$ cat src/rtl/ula_video_sequencer.sv
// ULA screen-fetch sequencer: byte-slot timing, videov strobes, VAP1 address and syncs.
// Optional hires/text split region enabled by defining ULA_HIRES_TEXT_SPLIT_EN.
module ula_video_sequencer #(
    parameter int H_TOTAL        = 64,
    parameter int H_VISIBLE      = 40,
    parameter int V_VISIBLE      = 224,
    parameter int V_TOTAL_50     = 312,
    parameter int V_TOTAL_60     = 264,
    parameter int FLASH_DIV      = 16,
    parameter int HSYNC_START    = 49,
    parameter int VSYNC_START_50 = 259,
    parameter int VSYNC_START_60 = 240,
    parameter int SPLIT_LINE     = 200
) (
    input  logic        CLK_PIXEL,
    input  logic        RESET,
    input  logic        FREQ_SEL,
    input  logic        TXTHIR_SEL,
    input  logic        IS_ATTRIB,
    output logic        DATABUS_EN,
    output logic        ATTRIB_DEC,
    output logic        LDFROMBUS,
    output logic        LD_REG_0,
    output logic        RELD_REG,
    output logic        RELOAD_SEL,
    output logic        ADDR_SEL,
    output logic [15:0] VAP1,
    output logic [2:0]  CHROWCNT,
    output logic        BLANKINGn,
    output logic        HSYNCn,
    output logic        VSYNCn,
    output logic        CLK_FLASH
);
    localparam int CW = $clog2(H_TOTAL);
    localparam int FW = (FLASH_DIV > 1) ? $clog2(FLASH_DIV) : 1;
    localparam logic [15:0] TEXT_BASE  = 16'hBB80;
    localparam logic [15:0] HIRES_BASE = 16'hA000;
    localparam logic [15:0] STRIDE     = 16'(H_VISIBLE);
    localparam logic [15:0] SPLIT_BASE = 16'(32'hBB80 + (SPLIT_LINE / 8) * H_VISIBLE);
`ifdef ULA_HIRES_TEXT_SPLIT_EN
    localparam bit SPLIT_EN = 1'b1;
`else
    localparam bit SPLIT_EN = 1'b0;
`endif

    logic [2:0]    phase_q, phase_d;
    logic [CW-1:0] col_q, col_d;
    logic [8:0]    line_q, line_d;
    logic [8:0]    vt_q, vt_d;
    logic          hires_q, hires_d;
    logic          att_q, att_d;
    logic [15:0]   row_base_q, row_base_d;
    logic [FW-1:0] fcnt_q, fcnt_d;
    logic          flash_q, flash_d;
    logic          dbe_q, dbe_d, adec_q, adec_d, ldbus_q, ldbus_d, ld0_q, ld0_d;
    logic          reld_q, reld_d, relsel_q, relsel_d, asel_q, asel_d;
    logic [15:0]   vap1_q, vap1_d;
    logic          blank_q, blank_d, hs_q, hs_d, vs_q, vs_d;

    logic       phase_wrap, col_wrap, frame_wrap, active_d, textrow_d, pattern_d;
    logic [8:0] vs_start;

    // Everything is decoded from the next counter values so registered outputs line up with PHASE.
    always_comb begin
        phase_wrap = (phase_q == 3'd5);
        col_wrap   = phase_wrap && (col_q == CW'(H_TOTAL - 1));
        frame_wrap = col_wrap && (line_q == vt_q - 9'd1);

        phase_d = phase_wrap ? 3'd0 : phase_q + 3'd1;
        col_d   = col_q;
        if (phase_wrap) col_d = col_wrap ? '0 : col_q + CW'(1);
        line_d  = line_q;
        if (col_wrap) line_d = frame_wrap ? 9'd0 : line_q + 9'd1;

        hires_d = hires_q;
        vt_d    = vt_q;
        fcnt_d  = fcnt_q;
        flash_d = flash_q;
        if (frame_wrap) begin
            hires_d = TXTHIR_SEL;
            vt_d    = FREQ_SEL ? 9'(V_TOTAL_50) : 9'(V_TOTAL_60);
            if (fcnt_q == FW'(FLASH_DIV - 1)) begin
                fcnt_d  = '0;
                flash_d = !flash_q;
            end else begin
                fcnt_d = fcnt_q + FW'(1);
            end
        end

        textrow_d = !hires_d || (SPLIT_EN && (line_d >= 9'(SPLIT_LINE)));

        // Row base advances per line in hires, per eight lines in text.
        row_base_d = row_base_q;
        if (frame_wrap)
            row_base_d = hires_d ? HIRES_BASE : TEXT_BASE;
        else if (col_wrap) begin
            if (SPLIT_EN && hires_d && (line_d == 9'(SPLIT_LINE)))
                row_base_d = SPLIT_BASE;
            else if (!textrow_d || (line_d[2:0] == 3'd0))
                row_base_d = row_base_q + STRIDE;
        end

        active_d  = (col_d < CW'(H_VISIBLE)) && (line_d < 9'(V_VISIBLE));
        att_d     = (phase_d == 3'd3) ? IS_ATTRIB : att_q;
        pattern_d = active_d && textrow_d && !att_d;

        dbe_d    = active_d && ((phase_d == 3'd1) || ((phase_d == 3'd4) && pattern_d));
        adec_d   = active_d && (phase_d == 3'd2);
        asel_d   = pattern_d && ((phase_d == 3'd3) || (phase_d == 3'd4));
        ldbus_d  = active_d && (phase_d == 3'd5) && !att_d;
        ld0_d    = (phase_d == 3'd5) && (!active_d || att_d);
        reld_d   = (phase_d == 3'd0);
        relsel_d = (phase_d == 3'd0) && (col_d == CW'(H_TOTAL - 1));

        vap1_d   = row_base_d + 16'(col_d);
        blank_d  = (line_d < 9'(V_VISIBLE)) && (col_d != '0) && (col_d <= CW'(H_VISIBLE));
        hs_d     = !((col_d >= CW'(HSYNC_START)) && (col_d <= CW'(HSYNC_START + 3)));
        vs_start = (vt_d == 9'(V_TOTAL_50)) ? 9'(VSYNC_START_50) : 9'(VSYNC_START_60);
        vs_d     = !((line_d >= vs_start) && (line_d <= vs_start + 9'd2));
    end

    always_ff @(posedge CLK_PIXEL) begin
        if (RESET) begin
            phase_q    <= '0;
            col_q      <= '0;
            line_q     <= '0;
            vt_q       <= 9'(V_TOTAL_50);
            hires_q    <= 1'b0;
            att_q      <= 1'b0;
            row_base_q <= TEXT_BASE;
            fcnt_q     <= '0;
            flash_q    <= 1'b0;
            dbe_q      <= 1'b0;
            adec_q     <= 1'b0;
            ldbus_q    <= 1'b0;
            ld0_q      <= 1'b0;
            reld_q     <= 1'b0;
            relsel_q   <= 1'b0;
            asel_q     <= 1'b0;
            vap1_q     <= TEXT_BASE;
            blank_q    <= 1'b0;
            hs_q       <= 1'b1;
            vs_q       <= 1'b1;
        end else begin
            phase_q    <= phase_d;
            col_q      <= col_d;
            line_q     <= line_d;
            vt_q       <= vt_d;
            hires_q    <= hires_d;
            att_q      <= att_d;
            row_base_q <= row_base_d;
            fcnt_q     <= fcnt_d;
            flash_q    <= flash_d;
            dbe_q      <= dbe_d;
            adec_q     <= adec_d;
            ldbus_q    <= ldbus_d;
            ld0_q      <= ld0_d;
            reld_q     <= reld_d;
            relsel_q   <= relsel_d;
            asel_q     <= asel_d;
            vap1_q     <= vap1_d;
            blank_q    <= blank_d;
            hs_q       <= hs_d;
            vs_q       <= vs_d;
        end
    end

    assign DATABUS_EN = dbe_q;
    assign ATTRIB_DEC = adec_q;
    assign LDFROMBUS  = ldbus_q;
    assign LD_REG_0   = ld0_q;
    assign RELD_REG   = reld_q;
    assign RELOAD_SEL = relsel_q;
    assign ADDR_SEL   = asel_q;
    assign VAP1       = vap1_q;
    assign CHROWCNT   = line_q[2:0];
    assign BLANKINGn  = blank_q;
    assign HSYNCn     = hs_q;
    assign VSYNCn     = vs_q;
    assign CLK_FLASH  = flash_q;
endmodule

$ cat config.mk
export PLATFORM = sky130hd
export DESIGN_NAME = ula_video_sequencer
export DESIGN_NICKNAME = d
export VERILOG_FILES = /design/src/rtl/ula_video_sequencer.sv
export SDC_FILE = /design/constraint.sdc
export NUM_CORES = 1
export LEC_CHECK = 0
export CAP_MARGIN = 20
export CORE_ASPECT_RATIO = 1.4
export CORE_MARGIN = 3
export CORE_UTILIZATION = 38
export DETAILED_ROUTE_END_ITERATION = 8
export PLACE_DENSITY = 0.56
export SLEW_MARGIN = 25
export SYNTH_ARGS = -nofsm -noshare
export SYNTH_HDL_FRONTEND = slang
export SYNTH_SLANG_ARGS = --single-unit
$ cat constraint.sdc
create_clock -name CLK_PIXEL -period 11.75 [get_ports CLK_PIXEL]
set_input_delay 1.7625 -clock CLK_PIXEL [delete_from_list [all_inputs] [get_ports CLK_PIXEL]]
set_output_delay 1.7625 -clock CLK_PIXEL [all_outputs]
set_load 0.005 [all_outputs]
# After elaboration in Yosys (flattened, before gate mapping)
# Index checks and enable logic that the tools add are counted.
# totals
latchBits	0
out_inout_bits	30
n_memories	0
regBits	76
rom_bits	0
ram_bits	0
inputBits	5
wordCells	92
# classes
muxes	15
eq_ne	11
magnitude_cmp	7
n_addsub	8
bitwise	0
reduce_logical	31
div_mod_pow	0
shift	0
multipliers	0
# ops
operator	n
$mux 16	3
$mux 9	4
$mux 6	3
$logic_and 1x1->1	17
$add 16x6->16	1
$add 16x6->16 const B	1
$mux 13	1
$eq 6x6->1 const B	2
$le 6x6->1 const B	2
$add 9x1->9 const B	1
$add 9x2->9 const B	1
$eq 3x3->1 const B	3
$eq 9x9->1	1
$eq 9x9->1 const B	1
$ge 9x9->1	1
$le 9x9->1	1
$lt 9x8->1 const B	1
$sub 9x1->9 const B	1
$add 6x1->6 const B	1
$eq 3x2->1 const B	2
$ge 6x6->1 const B	1
$logic_not 1->1	6
$logic_not 3->1	2
$lt 6x6->1 const B	1
other kinds (10)	14

# Depth between registers and ports, before layout
# depth
ltp_word	12
mapped_depth	19
ltp_nobuf	17

# Worst setup path before layout
# Ideal clock, no wire load.
# synth_path
path_type	register to register
from	register vt_q[0]
to	register vap1_q[15] (netlist: VAP1[15])
arrival_time_ps	3754
period_less_slack_ps	3874
path_stages_with_launch	17
setup_ps	121
slack_ps	7876
n_path_buf	2
required_ps	11629
path_cell_list	dfxtp_1 or3_4 or4_4 a2111oi_2 o2111a_1 buf_4 buf_4 nand2b_1 inv_1 ha_1 a21o_1 a21oi_1 o21ai_0 o211ai_1 nor4_2 nor3b_1 mux2_2
# synth_via
elab_chain_len	11
word_cells_on_any_way	13
classes_between	add/sub (2); eq/ne (1); mux (7); reduce/logical (3)
# synth_rtl
element	line_no	rtl
start, declared	49	logic [8:0] vt_q, vt_d;
start signal, assigned	127	vt_q <= 9'(V_TOTAL_50);
start signal, assigned	148	vt_q <= vt_d;
$sub 9x1->9 (*)	67	frame_wrap = col_wrap && (line_q == vt_q - 9'd1);
$eq 9x9->1 (*)	67	
$logic_and 1x1->1 (*)	67	
$mux 9 (2 in series)	73	if (col_wrap) line_d = frame_wrap ? 9'd0 : line_q + 9'd1;
$logic_not 3->1	99	else if (!textrow_d || (line_d[2:0] == 3'd0))
$logic_or 1x1->1	99	
$mux 16	99	
$mux 16	96	else if (col_wrap) begin
$mux 16 (*)	94	if (frame_wrap)
via row_base_d[1]	52	logic [15:0] row_base_q, row_base_d;
$add 16x6->16 (*)	115	vap1_d = row_base_d + 16'(col_d);
end signal, assigned	161	vap1_q <= vap1_d;
end, declared	57	logic [15:0] vap1_q, vap1_d;
# Mark *: on every way through the listed nets, which the timed path passes. The rest lies on a longest branch.
# A chain may end at the register's enable or synchronous reset.

# Worst setup path after layout
# Same ends and word-level chain as after synthesis.

==> impl_results.md <==
* CP Cell Sequence: or3_4 -> or4_4 -> a2111oi_2 -> o2111a_1 -> buf_4 -> nand2b_1 -> inv_1 -> ha_1 -> a21o_1 -> a21oi_1 -> o21ai_0 -> o211ai_1 -> nor4_2 -> nor3b_1 -> mux2_2
* Period Utilization, post-route at 37.4%
* CP delay by family, top: simple AND/OR/NAND/NOR gates
* Drt pass-1 iters at 4
* First-pass GRT wire length at around 16000 microns
* Seq pwr share at between 40 and 50%
* Final setup TNS at 0 ps
* Layout area overhead at 17.0%
* DIE AREA at roughly 12000 sq um
* Drt drc at 0
* Number of global-route vias before repair at ~3400
* Area leader, netlist: dfxtp_1
* Clock buffer count from CTS at 9
* Via density at 5.27
* Crit end category: register
* Post-synth cell types at 59
* Clk slew on worst S/H paths at 60 ps
* Routed vias at 3472
* Hold buffers post-CTS at 0
* Largest net degree at the start of global routing at 46
* IO Pins at 35
* VDD IR max at 68.1 uV
* Yosys top cell area share at between 30% and 40%
* Status: completed
* Syn. warnings at 0
* Area contributors post-synth: dfxtp_1 37%, nor2_1 6.2%, ha_1 6.1%, xnor2_1 5.3%, xor2_1 4.4%
* Syn_nets at slightly above 500
* Number of synthesized flops with an enable pin at 0
* Max Cap Viol at 0
* Clock network fraction of design power at about half
* Worst slew pin tran at 854 ps
* Netlist Area Pre-Place at around 4100 sq um
* Nets@finish at 542
* Switching power share of the total at 20.7%
* Initial Utilization at 39.3%
* Layout cells sized above 1 at 6.53%
* Worst path bufs/invs at 2
* Wire per inst at 14.5 microns
* Worst min path class: reg2reg
* Worst setup SP type: register
* Port-buffer cells at 34
* Max Fclk at 228 MHz
* Placer Congestion at 0.847
* Die width at 94.2 microns
* Crit path arrival time at about 4600 ps
* Clock Latency Late Sink at about 340 ps
* Antenna diodes at 0
* Die H at 129 microns
* Postcts setup bufs at 0
* Sinks on the clock net at 76
* Power Dens Cells at 113 nW/um^2
* Dpl hpwl at a little under 7000 microns
* Share of flip-flops with an asynchronous set or reset at 0%
* Finish-stage setup viols at 0
* Cell internal pwr at 435 uW
* RSZ-0062 raised after global routing: false
* Root Driver: clkbuf_16
* Final wirelength at between 9000 and 10000 microns
* Sequential share of the synthesized area at about 37%
* CTS max path bufs at 2
* Ys flop type: dfxtp_1
* CTS tree: yes
* Psw at 114 uW
* H-tree Lvls at 3
* CP Max Fanout at 45
* WS Path Type: reg2reg
* All-Layer GR Usage at 17.0%
* Leak at between 1.5 and 2 nW
* DRT antenna net count at 0
* Combinational share of power at 2.4%
* Yosys reg bits at 76
* Max-Slew Margin vs Limit at 42.8%
* Power Total at 549 uW
* CP max stage delay at slightly below 500 ps
* Initial antenna violation count at 0
* Starting DRT DRC Count at 165
* Syn avg cell area at 8.42 sq um
* Commonest non-fill, non-tap cell in the layout: dfxtp_1
* Final hold vios at 0
* FP Rows at 44
* Post-Syn Instances at 491
* Most frequent cells in the layout: 76 x dfxtp_1, 68 x nor2_1, 34 x clkdlybuf4s50_1, 33 x nand2_1, 25 x xnor2_1
* Minimum clock period at 4390 ps
* Core Area at 10500 sq um
* PostCTS Resize Cnt at 0
* Critical-path top delay cell: or4_4
* Worst Clk Skew at roughly 5.1 ps
* Grt ovf at 0
* Final Max Slew Viols at 0
* CP required at 11980 ps
## synth_stat cells, types with 2 or more instances
library cell	instances
o31ai_1	3
nor3_1	19
nand2_1	33
nor3b_1	5
dfxtp_1	76
nand4b_1	3
and3b_1	2
or3_1	7
a31oi_1	6
xnor2_1	25
nand4_1	12
buf_4	6
nand3b_1	5
nor4_1	11
a211oi_1	3
mux2i_1	4
a41oi_1	2
and3_1	5
o22ai_1	3
a21oi_1	18
ha_1	20
nand3_1	12
nor2b_1	8
nand2b_1	13
or2_2	5
inv_1	18
buf_2	7
and2_1	7
o21ai_0	16
a21o_1	10
mux2_2	4
nor2_1	68
clkbuf_1	7
and4_1	3
xor2_1	21
## sequential cells by signal, summed over array words and instances (netlist names), 3 cells and up
register    cells
VAP1           16
line_q          9
col_q           6
vt_q            9
row_base_q     16
phase_q         3
fcnt_q          4
## path summary, 6_finish.rpt
check                                               from                        to  slack [ps]  cells after the start
worst max-delay path                  vt_q[0]$_SDFF_PP0_       VAP1[15]$_SDFF_PP1_        7360                     15
worst min register to register  row_base_q[0]$_SDFF_PP0_  row_base_q[0]$_SDFF_PP0_         460                      1
worst min-delay path            row_base_q[0]$_SDFF_PP0_  row_base_q[0]$_SDFF_PP0_         460                      1
worst max register to register        vt_q[0]$_SDFF_PP0_       VAP1[15]$_SDFF_PP1_        7360                     15
## cell type report
type,count,area (sq um)
sequential,76,1520
tap,138,173
timing repair buffer,37,363
multi-input combinational,374,2420
fill,1033,5680
inverter,18,67.6
clock buffer,12,246
clock inverter,4,48.8
## worst register-to-register path: cells and delay by family (launching register included)
family / cells / cell delay [ps]
AND/OR/NAND/NOR: 5 / 1650
AO/OA/AOI/OAI: 6 / 1240
buffers and inverters: 2 / 440
multiplexers: 1 / 350
flip-flops: 1 / 330
adder cells (fa/ha/maj): 1 / 270
## cells by family after synthesis
| kind of cell | synth area share, % |
|---|---|
| buffers and inverters | 4.69 |
| multiplexers | 2.06 |
| XOR/XNOR | 9.75 |
| adder cells (fa/ha/maj) | 6.54 |
| flip-flops | 36.8 |
| AND/OR/NAND/NOR | 28.6 |
| AO/OA/AOI/OAI | 11.6 |
## metrics by stage
step           area (sq um)  cells  util, %  setup slack [ps]  hold WS, ps
4_1_cts                4840    659     46.0              7380          453
2_1_floorplan          4130    491        -              7880          421
5_1_grt                4840    659     46.0              6930          478
3_5_place_dp           4540    643     43.2              7380          436
3_3_place_gp           4540    643     43.2              7530          435
6_report               4840    659     46.0              7360          457
## layer usage
layer  GRT usage [%]  wire, microns  vias up
li1                -              -     1772
met1            19.5           4140     1610
met2            29.1           4740       70
met3            4.99            398       20
met4            7.31            274        0
met5               0              0        -
## power groups by stage
stage | combinational, mW | sequential, mW | clock [mW]
floorplan | 0.00896 | 0.266 | 0
finish | 0.0131 | 0.261 | 0.275
global route | 0.0148 | 0.262 | 0.294
detailed placement | 0.0134 | 0.267 | 0
CTS | 0.0135 | 0.261 | 0.282
global placement | 0.0135 | 0.267 | 0
(Power assumes the default switching activity.)
